### config.mk
export PLATFORM = sky130hd
export DESIGN_NAME = ro_window_sampler
export DESIGN_NICKNAME = d
export VERILOG_FILES = /design/src/rtl/ro_window_sampler.sv
export SDC_FILE = /design/constraint.sdc
export NUM_CORES = 1
export LEC_CHECK = 0
export CAP_MARGIN = 5
export CORE_MARGIN = 5
export CORE_UTILIZATION = 49
export DETAILED_ROUTE_END_ITERATION = 12
export GPL_ROUTABILITY_DRIVEN = 0
export PLACE_DENSITY = 0.76
export SYNTH_ARGS = -nofsm -noshare
export SYNTH_HDL_FRONTEND = slang
export SYNTH_SLANG_ARGS = --single-unit
export TNS_END_PERCENT = 50
### constraint.sdc
create_clock -name clk -period 6.1 [get_ports clk]
set_clock_uncertainty 0.05 [all_clocks]
set_input_delay 1.22 -clock clk [delete_from_list [all_inputs] [get_ports clk]]
set_output_delay 1.22 -clock clk [all_outputs]
set_load 0.1 [all_outputs]
### src/rtl/ro_window_sampler.sv
// Ring-oscillator window sampler: gates the RO counter for a programmable window and captures the settled count.
// Latency: start edge -> sample_valid = 1 + CLR_CYCLES + W + SETTLE_CYCLES + 2 clk cycles when the count is stable.
// Backpressure: a held sample waits for sample_ready; a capture that finds the output full is dropped and flags overrun.
module ro_window_sampler #(
  parameter int CNT_WIDTH      = 32,
  parameter int WIN_WIDTH      = 16,
  parameter int CLR_CYCLES     = 2,
  parameter int SETTLE_CYCLES  = 4,
  parameter int STABLE_TIMEOUT = 8
) (
  input  logic                 clk,
  input  logic                 reset,
  input  logic                 start,
  input  logic                 continuous,
  input  logic [WIN_WIDTH-1:0] window_len,
  input  logic [CNT_WIDTH-1:0] ro_count,
  output logic                 ro_enable,
  output logic                 ro_reset,
  output logic [CNT_WIDTH-1:0] sample_data,
  output logic                 sample_valid,
  input  logic                 sample_ready,
  output logic                 sample_unstbl,
  output logic                 busy,
  output logic                 overrun
);

  typedef enum logic [2:0] {
    IDLE    = 3'd0,
    CLEAR   = 3'd1,
    RUN     = 3'd2,
    SETTLE  = 3'd3,
    CAPTURE = 3'd4
  } state_t;

  // The RO gate flops follow state_q, so they trail the FSM by one cycle.
  // SETTLE therefore spans one extra state cycle so that the chain gets a full
  // SETTLE_CYCLES after the gate has actually dropped.
  localparam logic [WIN_WIDTH-1:0] CLR_LAST    = WIN_WIDTH'(CLR_CYCLES - 1);
  localparam logic [WIN_WIDTH-1:0] SETTLE_LAST = WIN_WIDTH'(SETTLE_CYCLES);
  localparam logic [WIN_WIDTH-1:0] TMO_LAST    = WIN_WIDTH'(STABLE_TIMEOUT - 1);

  state_t                 state_q, state_d;
  logic [WIN_WIDTH-1:0]   cnt_q, cnt_d;
  logic [WIN_WIDTH-1:0]   win_q, win_d;
  logic [CNT_WIDTH-1:0]   s1_q, s1_d;
  logic [CNT_WIDTH-1:0]   s2_q, s2_d;
  logic [CNT_WIDTH-1:0]   s3_q, s3_d;
  logic                   ro_enable_q, ro_enable_d;
  logic                   ro_reset_q, ro_reset_d;
  logic [CNT_WIDTH-1:0]   sample_data_q, sample_data_d;
  logic                   sample_valid_q, sample_valid_d;
  logic                   sample_unstbl_q, sample_unstbl_d;
  logic                   busy_q, busy_d;
  logic                   overrun_q, overrun_d;

  logic [WIN_WIDTH-1:0]   win_eff;
  logic                   cap_stable;
  logic                   cap_fire;

  assign win_eff    = (window_len == '0) ? WIN_WIDTH'(1) : window_len;
  assign cap_stable = (s2_q == s3_q);
  assign cap_fire   = (state_q == CAPTURE) && (cap_stable || (cnt_q == TMO_LAST));

  // State, timers, synchroniser and registered outputs.
  always_ff @(posedge clk or posedge reset) begin
    if (reset) begin
      state_q         <= IDLE;
      cnt_q           <= '0;
      win_q           <= WIN_WIDTH'(1);
      s1_q            <= '0;
      s2_q            <= '0;
      s3_q            <= '0;
      ro_enable_q     <= 1'b0;
      ro_reset_q      <= 1'b1;
      sample_data_q   <= '0;
      sample_valid_q  <= 1'b0;
      sample_unstbl_q <= 1'b0;
      busy_q          <= 1'b0;
      overrun_q       <= 1'b0;
    end else begin
      state_q         <= state_d;
      cnt_q           <= cnt_d;
      win_q           <= win_d;
      s1_q            <= s1_d;
      s2_q            <= s2_d;
      s3_q            <= s3_d;
      ro_enable_q     <= ro_enable_d;
      ro_reset_q      <= ro_reset_d;
      sample_data_q   <= sample_data_d;
      sample_valid_q  <= sample_valid_d;
      sample_unstbl_q <= sample_unstbl_d;
      busy_q          <= busy_d;
      overrun_q       <= overrun_d;
    end
  end

  // Next-state: sequence the window phases and latch the window length on each arm.
  always_comb begin
    state_d = state_q;
    win_d   = win_q;
    unique case (state_q)
      IDLE: begin
        if (start || continuous) begin
          state_d = CLEAR;
          win_d   = win_eff;
        end
      end
      CLEAR:   if (cnt_q == CLR_LAST)              state_d = RUN;
      RUN:     if (cnt_q == win_q - WIN_WIDTH'(1)) state_d = SETTLE;
      SETTLE:  if (cnt_q == SETTLE_LAST)           state_d = CAPTURE;
      CAPTURE: begin
        if (cap_fire) begin
          if (continuous) begin
            state_d = CLEAR;
            win_d   = win_eff;
          end else begin
            state_d = IDLE;
          end
        end
      end
      default: state_d = IDLE;
    endcase
    // One phase timer, restarted on every state change.
    if ((state_q == IDLE) || (state_d != state_q)) begin
      cnt_d = '0;
    end else begin
      cnt_d = cnt_q + WIN_WIDTH'(1);
    end
  end

  // Outputs: RO gating, count resynchronisation and the sample stream register.
  always_comb begin
    s1_d            = ro_count;
    s2_d            = s1_q;
    s3_d            = s2_q;
    ro_enable_d     = (state_q == RUN);
    ro_reset_d      = (state_q == IDLE) || (state_q == CLEAR);
    busy_d          = (state_d != IDLE);
    sample_data_d   = sample_data_q;
    sample_valid_d  = sample_valid_q;
    sample_unstbl_d = sample_unstbl_q;
    overrun_d       = overrun_q;
    if (sample_valid_q && sample_ready) begin
      sample_valid_d = 1'b0;
    end
    if (cap_fire) begin
      if (!sample_valid_q || sample_ready) begin
        sample_data_d   = s2_q;
        sample_unstbl_d = !cap_stable;
        sample_valid_d  = 1'b1;
      end else begin
        // Output still occupied: keep the held sample, drop this one.
        overrun_d = 1'b1;
      end
    end
  end

  assign ro_enable     = ro_enable_q;
  assign ro_reset      = ro_reset_q;
  assign sample_data   = sample_data_q;
  assign sample_valid  = sample_valid_q;
  assign sample_unstbl = sample_unstbl_q;
  assign busy          = busy_q;
  assign overrun       = overrun_q;

endmodule

=== Word level (Yosys, flattened, before mapping) ===
Cells that the tools add are included.

* Logic and storage cells: 61
* Register bits: 169
* Bits of input ports: 53
* Output and inout bits: 38

* Bitwise gates (word level): 1
* Equality and inequality tests: 13
* Multiplexer cells: 16
* Reductions and logical operators: 16
* $add $sub $neg: 2

{| class="wikitable"
|+ Operator list
! operator !! number
|-
| 16-bit 2-to-1 mux || 5
|-
| 16-bit by 3-bit equality test with 1-bit output, second input constant || 2
|-
| 32-bit equality test || 1
|-
| 16-bit case mux with 2 select lines || 1
|-
| 16-bit by 1-bit adder with 16-bit output, second input constant || 1
|-
| 16-bit by 1-bit equality test with 1-bit output, second input constant || 1
|-
| 16-bit equality test || 1
|-
| 16-bit logical NOT || 1
|-
| 16-bit by 1-bit subtractor with 16-bit output, second input constant || 1
|-
| 3-bit 2-to-1 mux || 5
|-
| 3-bit case mux with 5 select lines || 1
|-
| 3-bit by 2-bit equality test with 1-bit output, second input constant || 2
|-
| 2-bit != test, second input constant || 3
|-
| 1-bit logical OR || 5
|-
| 1-bit 2-to-1 mux || 4
|-
| 2-bit AND reduction || 2
|-
| 4-bit AND reduction || 1
|-
| 3-bit by 1-bit equality test with 1-bit output, second input constant || 1
|-
| 3-bit equality test, second input constant || 1
|-
| 3-bit logical NOT || 1
|-
| 3-bit != test || 1
|-
| 3-bit nonzero test || 1
|-
| 1-bit logical AND || 2
|-
| 1-bit logical NOT || 2
|-
| other kinds (2) || 2
|}

=== Longest topological paths before layout ===
Gate-level depths: netlist (run 1).

* Word-level depth: 8
* Depth in mapped cells: 9
* Depth with buffers taken out: 8

=== Least setup slack after synthesis (run 1) ===
OpenSTA, ideal clock, no wires.

* Kind: reg-to-reg
* Start point: reg win_q[1]
* End point: reg cnt_q[10]
* Path buffers: 1
* Stages on the path, launching flop included: 10
* Setup slack: 3308 ps
* Setup time: 136 ps
* Arrival time: 2606 ps
* Period minus slack after synthesis: 2792 ps
* Cell sequence: dfrtp_1 inv_1 ha_1 or3b_2 or4_1 a22oi_1 nand4_1 a2111oi_4 buf_6 nor3_1

* Longest elaborated chain between the ends: 7

{| class="wikitable"
|+ Ends and longest elaborated chain
! item !! RTL line !! source
|-
| start: declaration || 44 || <nowiki>logic [WIN_WIDTH-1:0] win_q, win_d;</nowiki>
|-
| start signal: assignment || 83 || <nowiki>win_q <= win_d;</nowiki>
|-
| 16-bit by 1-bit subtractor with 16-bit output || 109 || <nowiki>RUN: if (cnt_q == win_q - WIN_WIDTH'(1)) state_d = SETTLE;</nowiki>
|-
| 16-bit equality test || 109 ||
|-
| 3-bit 2-to-1 mux || 109 ||
|-
| 3-bit case mux with 5 select lines || 101 || <nowiki>unique case (state_q)</nowiki>
|-
| 3-bit != test || 124 || <nowiki>if ((state_q == IDLE) || (state_d != state_q)) begin</nowiki>
|-
| 1-bit logical OR || 124 ||
|-
| 16-bit 2-to-1 mux || 124 ||
|-
| net cnt_d[10] || 43 || <nowiki>logic [WIN_WIDTH-1:0] cnt_q, cnt_d;</nowiki>
|-
| end signal: assignment || 82 || <nowiki>cnt_q <= cnt_d;</nowiki>
|-
| end: declaration || 43 ||
|}

The timed path passes the listed nets, and every way through them passes these cells.
A chain may end at the register's enable or synchronous reset.

=== Worst setup path in the final report (run 1) ===
* Start point: reg win_q[3]
* End point: reg cnt_q[7]

The elaborated chain is that of the path after synthesis.

==> out/results.tsv, run 1 <==
metric	value	unit
outcome	finished clean	
peakVddDrop	0.2473	mV
clock_path_buffers	2	
cap_violations	0	
power_density	383.7	mW/mm^2
root_buffer	clkbuf_16	
post-synth-top-area-cell	dfrtp_1	
tightest_slew	1.333	ns
hpwl	8.202	mm
met2_usage	26.72	%
critPathTopFamily	simple AND/OR/NAND/NOR gates	
layout_min_cycle_time	3.433	ns
required	6.29	ns
tns	0	ns
synth_top_cell_area_share	65.26	%
yosysMostFrequentCell	dfrtp_1	
grt_first_pass_wirelength	20.31	mm
antenna_found_initial	0	
postSynthAreaPerCell	14.10	sq um
cts-buffers-inserted	17	
postSynth.asyncResetShare	100.0	%
use_met3	4.374	%
drv_slew	0	
total_power	0.003099	W
layout.nets	605	
hold_viol	0	
max_slew_margin	11.13	%
yosysWarnings	0	
vias	3870	
track_usage	16.40	%
grt_pass1_vias	4113	
syn_to_final_growth	26.14	%
drtPass1Iterations	4	
endpoint_kind	flop	
synth_commonest_cells	dfrtp_1, xnor2_1, mux2_2, nor3_1, clkbuf_1	
worstSetupStartpointType	flop	
die_w	124.3	um
dieArea	0.01546	sq mm
cts_sinks	169	
synth.distinct_cells	50	
htreeDepth	4	
busiest_layer	met2	
cts_tree	yes	
ys_seq_area_share	66.08	%
worstPathCellList	or4_1, or4_1, a22oi_1, nand4_1, a2111oi_4, nor3_1	
clk_latency	0.43	ns
vias_per_cell	5.280	
path_buf_inv	0	
post_cts_buffers	0	
p_leak	3.416	nW
setup_violations	0	
hold_buffers	0	
min_path_type	reg -> reg	
layout-drive-gt1-share	16.58	%
synth_seq_cells	169	
synth_fp_nets	511	
start_util	50.33	%
ys.flop_type	dfrtp_1	
cpMaxStageDelayCell	a2111oi_4	
worst_ep_arrival_time	3.63	ns
wire_per_inst	16.40	um
diodes	0	
rows	41	
fmax	0.2913	GHz
die_h	124.3	um
syn-cell-area	0.006404	sq mm
drc	0	
drtIter0Drc	192	
cts_resized	0	
synthCells	454	
gr-total-overflow	0	
clkTransAtPathRegs	0.06	ns
ys_top_cells_by_area	dfrtp_1, mux2_2, xnor2_1, xor2_1, nor3_1	
finalCritPeriodShare	56.28	%
cp_common_cell	or4_1	
coreArea	0.01272	sq mm
rsz0062_at_grt	false	
grt_max_degree	83	
crit_fanout	17	
r2r_setup_slack	2.67	ns
ant_nets	0	
slowest_delay	0.94	ns
finalWirelength	12.02	mm
io_pins	91	
path_class	reg -> reg	
synth_edf_count	0	
port_buffers	90	
use_met1	20.71	%
-- report_power, final --
part | internal [W] | total [W] | switching [W]
clock network | 0.000621 | 0.00108 | 0.000460
logic | 0.000274 | 0.000629 | 0.000355
registers | 0.00125 | 0.00139 | 0.000142
total | 0.00214 | 0.00310 | 0.000958
-- area by class of cell --
cell class                 count  area, sq um
multi-input combinational    259         2066
clock buffer                  18        429.2
timing repair buffer          92        915.9
inverter                       9        38.79
tap                          172        215.2
sequential                   169         4232
clock inverter                14        181.4
fill                         972         4644
-- logic make-up after synthesis --
kind of cell,count (synthesis),share of synthesized area (%)
flip-flops,169,66.08
AND/OR/NAND/NOR,107,9.769
XOR/XNOR,65,8.890
multiplexers,50,8.753
AO/OA/AOI/OAI,33,4.064
buffers and inverters,26,1.661
adder cells (fa/ha/maj),4,0.7816
-- worst paths after layout --
check / from / endpoint / depth (start not counted)
setup reg to reg: win_q[3] / cnt_q[7] / 6
hold reg to reg: s1_q[24] / s2_q[24] / 0
hold / removal: s1_q[24] / s2_q[24] / 0
setup / recovery: win_q[3] / cnt_q[7] / 6
max in group asynchronous: reset / win_q[9] / 3
min in group asynchronous: reset / s3_q[23] / 2
-- cells in the final DEF (no fill, tap or decap), drive strengths merged, types with 7 or more instances in the layout --
cell type and n:
nand2 10, xor2 11, nor4 13, nor3 18, dfrtp 167, xnor2 54, nand4 12, inv 16
clkbuf 18, mux2 48, clkdlybuf4s50 90, nand3 9, nor2 11, o21ai 7
-- worst reg2reg max path, cell delays in order (launching register included) --
cell and delay (ns):
dfrtp_1 0.44, or4_1 0.73, or4_1 0.56, a22oi_1 0.20, nand4_1 0.18, a2111oi_4 0.94
nor3_1 0.17
-- state kept, by name, indices dropped and copies added (netlist names), 3 cells and up --
name and cells:
s2_q 32, s1_q 32, sample_data 32, s3_q 32, win_q 16, cnt_q 16
state_q 3
-- metal layers --
layer | vias up | share of wire [%]
met1 | 1971 | 44
met2 | 94 | 50
met4 | 0 | 1.2
li1 | 1796 | -
met3 | 9 | 4.7
met5 | - | 0
-- per-stage QoR --
stage	setup WS [ns]	cell area, sq um	hold WS (ns)	instances	utilization [%]
floorplan	0.2582	6404	0.2812	454	-
global placement	2.855	7467	0.2812	701	58.69
detailed placement	2.737	7467	0.2847	701	58.69
CTS	2.716	8078	0.2996	733	63.49
global route	2.531	8078	0.3061	733	63.49
finish	2.667	8078	0.2970	733	63.49
Power figures use the tool's default switching activity.
==> inputs of run 2 (changes only) <==
==> constraint.sdc (replaced) <==
create_clock -name clk -period 3.1 [get_ports clk]
set_clock_uncertainty 0.05 [all_clocks]
set_input_delay 0.62 -clock clk [delete_from_list [all_inputs] [get_ports clk]]
set_output_delay 0.62 -clock clk [all_outputs]
set_load 0.1 [all_outputs]
==> run 2 against run 1 <==
Total power rose by 91%. Worst setup slack got worse by 2.6 ns. Core utilization fell by 0.80 points. Critical path depth rose by 1. Design area fell by 1.3%. Sequential share of layout area rose by 0.67 points. Largest power group unchanged. Register-to-register slack got worse by 2.6 ns. Highest routed layer unchanged. Clock power rose by 80%.
==> out/results.tsv, run 2 (synthesis results as in run 1) <==
metric	value	unit	change
outcome	finished clean		
crit_fanout	17		unchanged
clock_path_buffers	2		unchanged
antenna_found_initial	0		unchanged
dp_cells	705		+0.57%
place_area	0.007413	sq mm	-0.72%
post_cts_buffers	0		unchanged
die_h	124.3	um	unchanged
drtPass1Iterations	4		unchanged
root_buffer	clkbuf_16		
syn_to_final_growth	24.56	%	
min_path_type	reg -> reg		
drtIter0Drc	220		+15%
coreArea	0.01272	sq mm	unchanged
port_buffers	90		unchanged
grt_max_degree	170		+100%
hpwl	8.068	mm	-1.6%
layout-drive-gt1-share	24.07	%	+7.5 points
r2r_setup_slack	0.11	ns	-2.55 ns
wire_per_inst	16.13	um	-1.7%
vias_per_cell	5.164		-2.2%
dp_slack	0.1863	ns	-2.550 ns
vias	3806		-1.7%
tns	0	ns	unchanged
cts-buffers-inserted	17		unchanged
finalCritPeriodShare	96.36	%	+40 points
cts_tree	yes		
finalWirelength	11.89	mm	-1.1%
setup_violations	0		unchanged
ant_nets	0		unchanged
clk_latency	0.42	ns	about the same
cts_resized	0		unchanged
dieArea	0.01546	sq mm	unchanged
final.setup.worst_slack	0.1127	ns	-2.554 ns
design_area	0.007976	sq mm	-1.3%
fmax	0.3348	GHz	+15%
htreeDepth	4		unchanged
worst_ep_arrival_time	3.21	ns	-0.42 ns
layout.nets	609		+0.66%
clkTransAtPathRegs	0.06	ns	about the same
instances_no_fill	737		+0.55%
final_cell_mix	dfrtp_1, xnor2_1, clkdlybuf4s50_1, mux2_2, buf_4		
cap_violations	0		unchanged
start_util	50.33	%	unchanged
rows	41		unchanged
reg2reg_depth	7		+1
hold_buffers	0		unchanged
path_class	reg -> reg		
layout_min_cycle_time	2.987	ns	-0.4461 ns
min_path_cells	0		unchanged
cts_sinks	169		unchanged
worstSetupStartpointType	flop		
tightest_slew	0.8617	ns	-0.4714 ns
grt_first_pass_wirelength	20.02	mm	-1.5%
power_density	743.0	mW/mm^2	+94%
rsz0062_at_grt	false		
io_pins	91		unchanged
grt_pass1_vias	4004		-2.7%
drc	0		unchanged
drv_slew	0		unchanged
required	3.32	ns	-2.97 ns
max_slew_margin	42.55	%	+31 points
diodes	0		unchanged
peakVddDrop	0.6212	mV	+150%
gr-total-overflow	0		unchanged
endpoint_kind	flop		
p_leak	3.499	nW	+2.4%
total_power	0.005926	W	+91%
die_w	124.3	um	unchanged
track_usage	16.20	%	-0.20 points
final_common_cell	dfrtp_1		
hold_viol	0		unchanged
## run 2: cell type report
cell class	instances	area, sq um
tap	172	215.2
inverter	9	37.54
sequential	169	4232
clock inverter	14	115.1
timing repair buffer	96	863.3
fill	962	4746
multi-input combinational	259	2074
clock buffer	18	439.2
## run 2: stage by stage
| step | hold slack (ns) | util, % |
|---|---|---|
| after floorplan | 0.2812 | - |
| after global placement | 0.2814 | 58.27 |
| after detailed placement | 0.2847 | 58.27 |
| after CTS | 0.2996 | 62.63 |
| after global routing | 0.3026 | 62.70 |
| final | 0.2975 | 62.70 |
## run 2: worst paths after layout
path / from / to
min in group asynchronous: reset / sample_data[23]
hold / removal: s1_q[9] / s2_q[9]
setup reg to reg: win_q[3] / cnt_q[3]
hold reg to reg: s1_q[9] / s2_q[9]
setup / recovery: win_q[3] / cnt_q[3]
max in group asynchronous: reset / cnt_q[10]
## run 2: where the power goes
part | internal, W | switching [W]
Combinational | 0.000545 | 0.000702
Sequential | 0.00245 | 0.000282
Clock | 0.00106 | 0.000880
## run 2: critical path, stage by stage (launching register included)
cell,delay [ns]
dfrtp_1,0.44
or4_1,0.73
or4_1,0.59
a22oi_1,0.19
nand4_1,0.17
a2111oi_4,0.30
buf_4,0.28
nor4_1,0.09
## run 2: metal layers
metal,vias up,global-route usage [%],wire length [um]
li1,1798,-,-
met1,1907,20.55,5147
met2,86,26.05,5929
met3,15,4.760,603
met4,0,6.834,206
met5,-,0,0
==> inputs of run 3 (changes only) <==
--- a/config.mk
+++ b/config.mk
@@ -5,12 +5,12 @@
 export SDC_FILE = /design/constraint.sdc
 export NUM_CORES = 1
 export LEC_CHECK = 0
-export CAP_MARGIN = 5
 export CORE_MARGIN = 5
 export CORE_UTILIZATION = 49
 export DETAILED_ROUTE_END_ITERATION = 12
 export GPL_ROUTABILITY_DRIVEN = 0
 export PLACE_DENSITY = 0.76
+export RECOVER_POWER = 50
 export SYNTH_ARGS = -nofsm -noshare
 export SYNTH_HDL_FRONTEND = slang
 export SYNTH_SLANG_ARGS = --single-unit
==> run 3 against run 2 <==
The flow now finishes with violations (max-capacitance violations, max-slew violations). Core utilization shrank 0.079 points. Routed wire length shrank 0.31%. Flip-flop and latch count is the same. Sequential share of layout area grew 0.067 points. Sequential power is essentially flat. Total power shrank 0.19%. Design area shrank 0.13%. Via count is essentially flat. Cell count grew 0.14%. Clock power is essentially flat. Worst hold slack is essentially flat. Register-to-register slack is essentially flat. Largest power group unchanged. Highest routed layer unchanged.
==> out/results.tsv, run 3 (synthesis results as in run 1) <==
metric	value	unit	change
min-delay-start	s1_q[9]		
drtPass1Iterations	4		unchanged
track_usage	16.20	%	unchanged
layout-drive-gt1-share	24.07	%	unchanged
post_cts_buffers	0		unchanged
dp_cells	705		unchanged
drtIter0Drc	211		-4.1%
root_buffer	clkbuf_16		
layout_min_cycle_time	2.987	ns	-0.0002890 ns
final_core_util	62.62	%	-0.079 points
hpwl	8.068	mm	unchanged
instances_no_fill	738		+0.14%
violations	max-capacitance violations, max-slew violations		
htreeDepth	4		unchanged
io_pins	91		unchanged
worstSetupStartpointType	flop		
final_common_cell	dfrtp_1		
finalCritPeriodShare	96.35	%	about the same
grt_first_pass_wirelength	20.02	mm	unchanged
fmax	0.3348	GHz	about the same
hold_buffers	0		unchanged
worst_ep_arrival_time	3.21	ns	about the same
gr-total-overflow	0		unchanged
antenna_found_initial	1		+1
r2r-start	win_q[3]		
grt_pass1_vias	4004		unchanged
cpMaxStageDelayCell	or4_1		
slowest_delay	0.73	ns	about the same
clock_path_buffers	2		unchanged
required	3.32	ns	about the same
setup_violations	0		unchanged
die_w	124.3	um	unchanged
cp_common_cell	or4_1		
coreArea	0.01272	sq mm	unchanged
drv_slew	170		+170
cap_violations	1		+1
fin_hold_ws	0.2975	ns	-0.000007000 ns
tns	0	ns	unchanged
final.setup.worst_slack	0.1130	ns	+0.0002890 ns
syn_to_final_growth	24.40	%	
clkTransAtPathRegs	0.06	ns	about the same
cts_tree	yes		
endpoint_kind	flop		
die_h	124.3	um	unchanged
worstPathCellList	or4_1, or4_1, a22oi_1, nand4_1, a2111oi_4, buf_4, nor4_1		
power_density	742.5	mW/mm^2	about the same
final_cell_mix	dfrtp_1, xnor2_1, mux2_2, buf_4, dlygate4sd3_1		
path_class	reg -> reg		
r2r_setup_slack	0.11	ns	about the same
dieArea	0.01546	sq mm	unchanged
p_leak	3.503	nW	+0.11%
drc	0		unchanged
rsz0062_at_grt	false		
vias_per_cell	5.159		-0.11%
layout.nets	609		unchanged
cts-buffers-inserted	17		unchanged
grt_max_degree	170		unchanged
start_util	50.33	%	unchanged
cts_sinks	169		unchanged
min_path_cells	0		unchanged
ant_nets	0		unchanged
dp_slack	0.1863	ns	unchanged
min_path_type	reg -> reg		
crit_fanout	17		unchanged
outcome	complete, but fails checks		
tightest_slew	2.000	ns	+1.138 ns
port_buffers	90		unchanged
clk_latency	0.42	ns	about the same
wire_per_inst	16.06	um	-0.45%
rows	41		unchanged
peakVddDrop	0.6191	mV	-0.33%
hold_end	s2_q[9]		
cts_resized	0		unchanged
finalWirelength	11.85	mm	-0.31%
vias	3807		+0.026%
reg2reg_to	cnt_q[3]		
reg2reg_depth	7		unchanged
hold_viol	0		unchanged
max_slew_margin	-33.30	%	-76 points
-- run 3: cell count changes in the layout (fill, tap and decap cells not counted), sizes merged --
cell,before,now
clkdlybuf4s50,52,20
diode,0,1
dlygate4sd3,0,32
-- run 3: area by class of cell --
type | instances | area, sq um
diodes | 1 | 2.502
clock buffers | 18 | 439.2
clock inverters | 14 | 115.1
fillers | 963 | 4756
inverters | 9 | 37.54
multi-input cells | 259 | 2074
flip-flops and latches | 169 | 4232
well taps | 172 | 215.2
repair buffers | 96 | 850.8
-- run 3: power breakdown --
group          total, W  switching (W)  leakage [nW]  internal, W
clock network   0.00195       0.000881         0.275      0.00106
logic           0.00124       0.000701          1.14     0.000535
registers       0.00273       0.000281          2.08      0.00245
total           0.00592        0.00186          3.50      0.00405
-- run 3: worst max-delay path by stage --
stage                  start       end  slack (ns)  cells past startpoint
finish              win_q[3]  cnt_q[3]        0.11                      7
global route        win_q[3]  cnt_q[3]        0.02                      7
global placement    win_q[3]  cnt_q[3]        0.26                      7
CTS                 win_q[3]  cnt_q[3]        0.18                      7
floorplan              reset      busy        0.28                      1
detailed placement  win_q[3]  cnt_q[3]        0.19                      7
-- run 3: metal layers --
layer / track usage, % / part of all wire [%]
met1: 20.55 / 43
met2: 26.05 / 50
met5: 0 / 0
met3: 4.760 / 4.9
met4: 6.834 / 1.7
-- run 3: through the flow --
step	area, sq um	power [W]
4_1_cts	7968	0.005968
5_1_grt	7964	0.006204
3_3_place_gp	7413	0.003949
3_5_place_dp	7413	0.004007
6_report	7966	0.005915
2_1_floorplan	6407	0.003665
-- run 3: critical path: cells and delay by family (launching register included) --
family,cells,cell delay (ns)
flip-flops,1,0.44
buffers and inverters,1,0.28
AND/OR/NAND/NOR,4,1.58
AO/OA/AOI/OAI,2,0.49
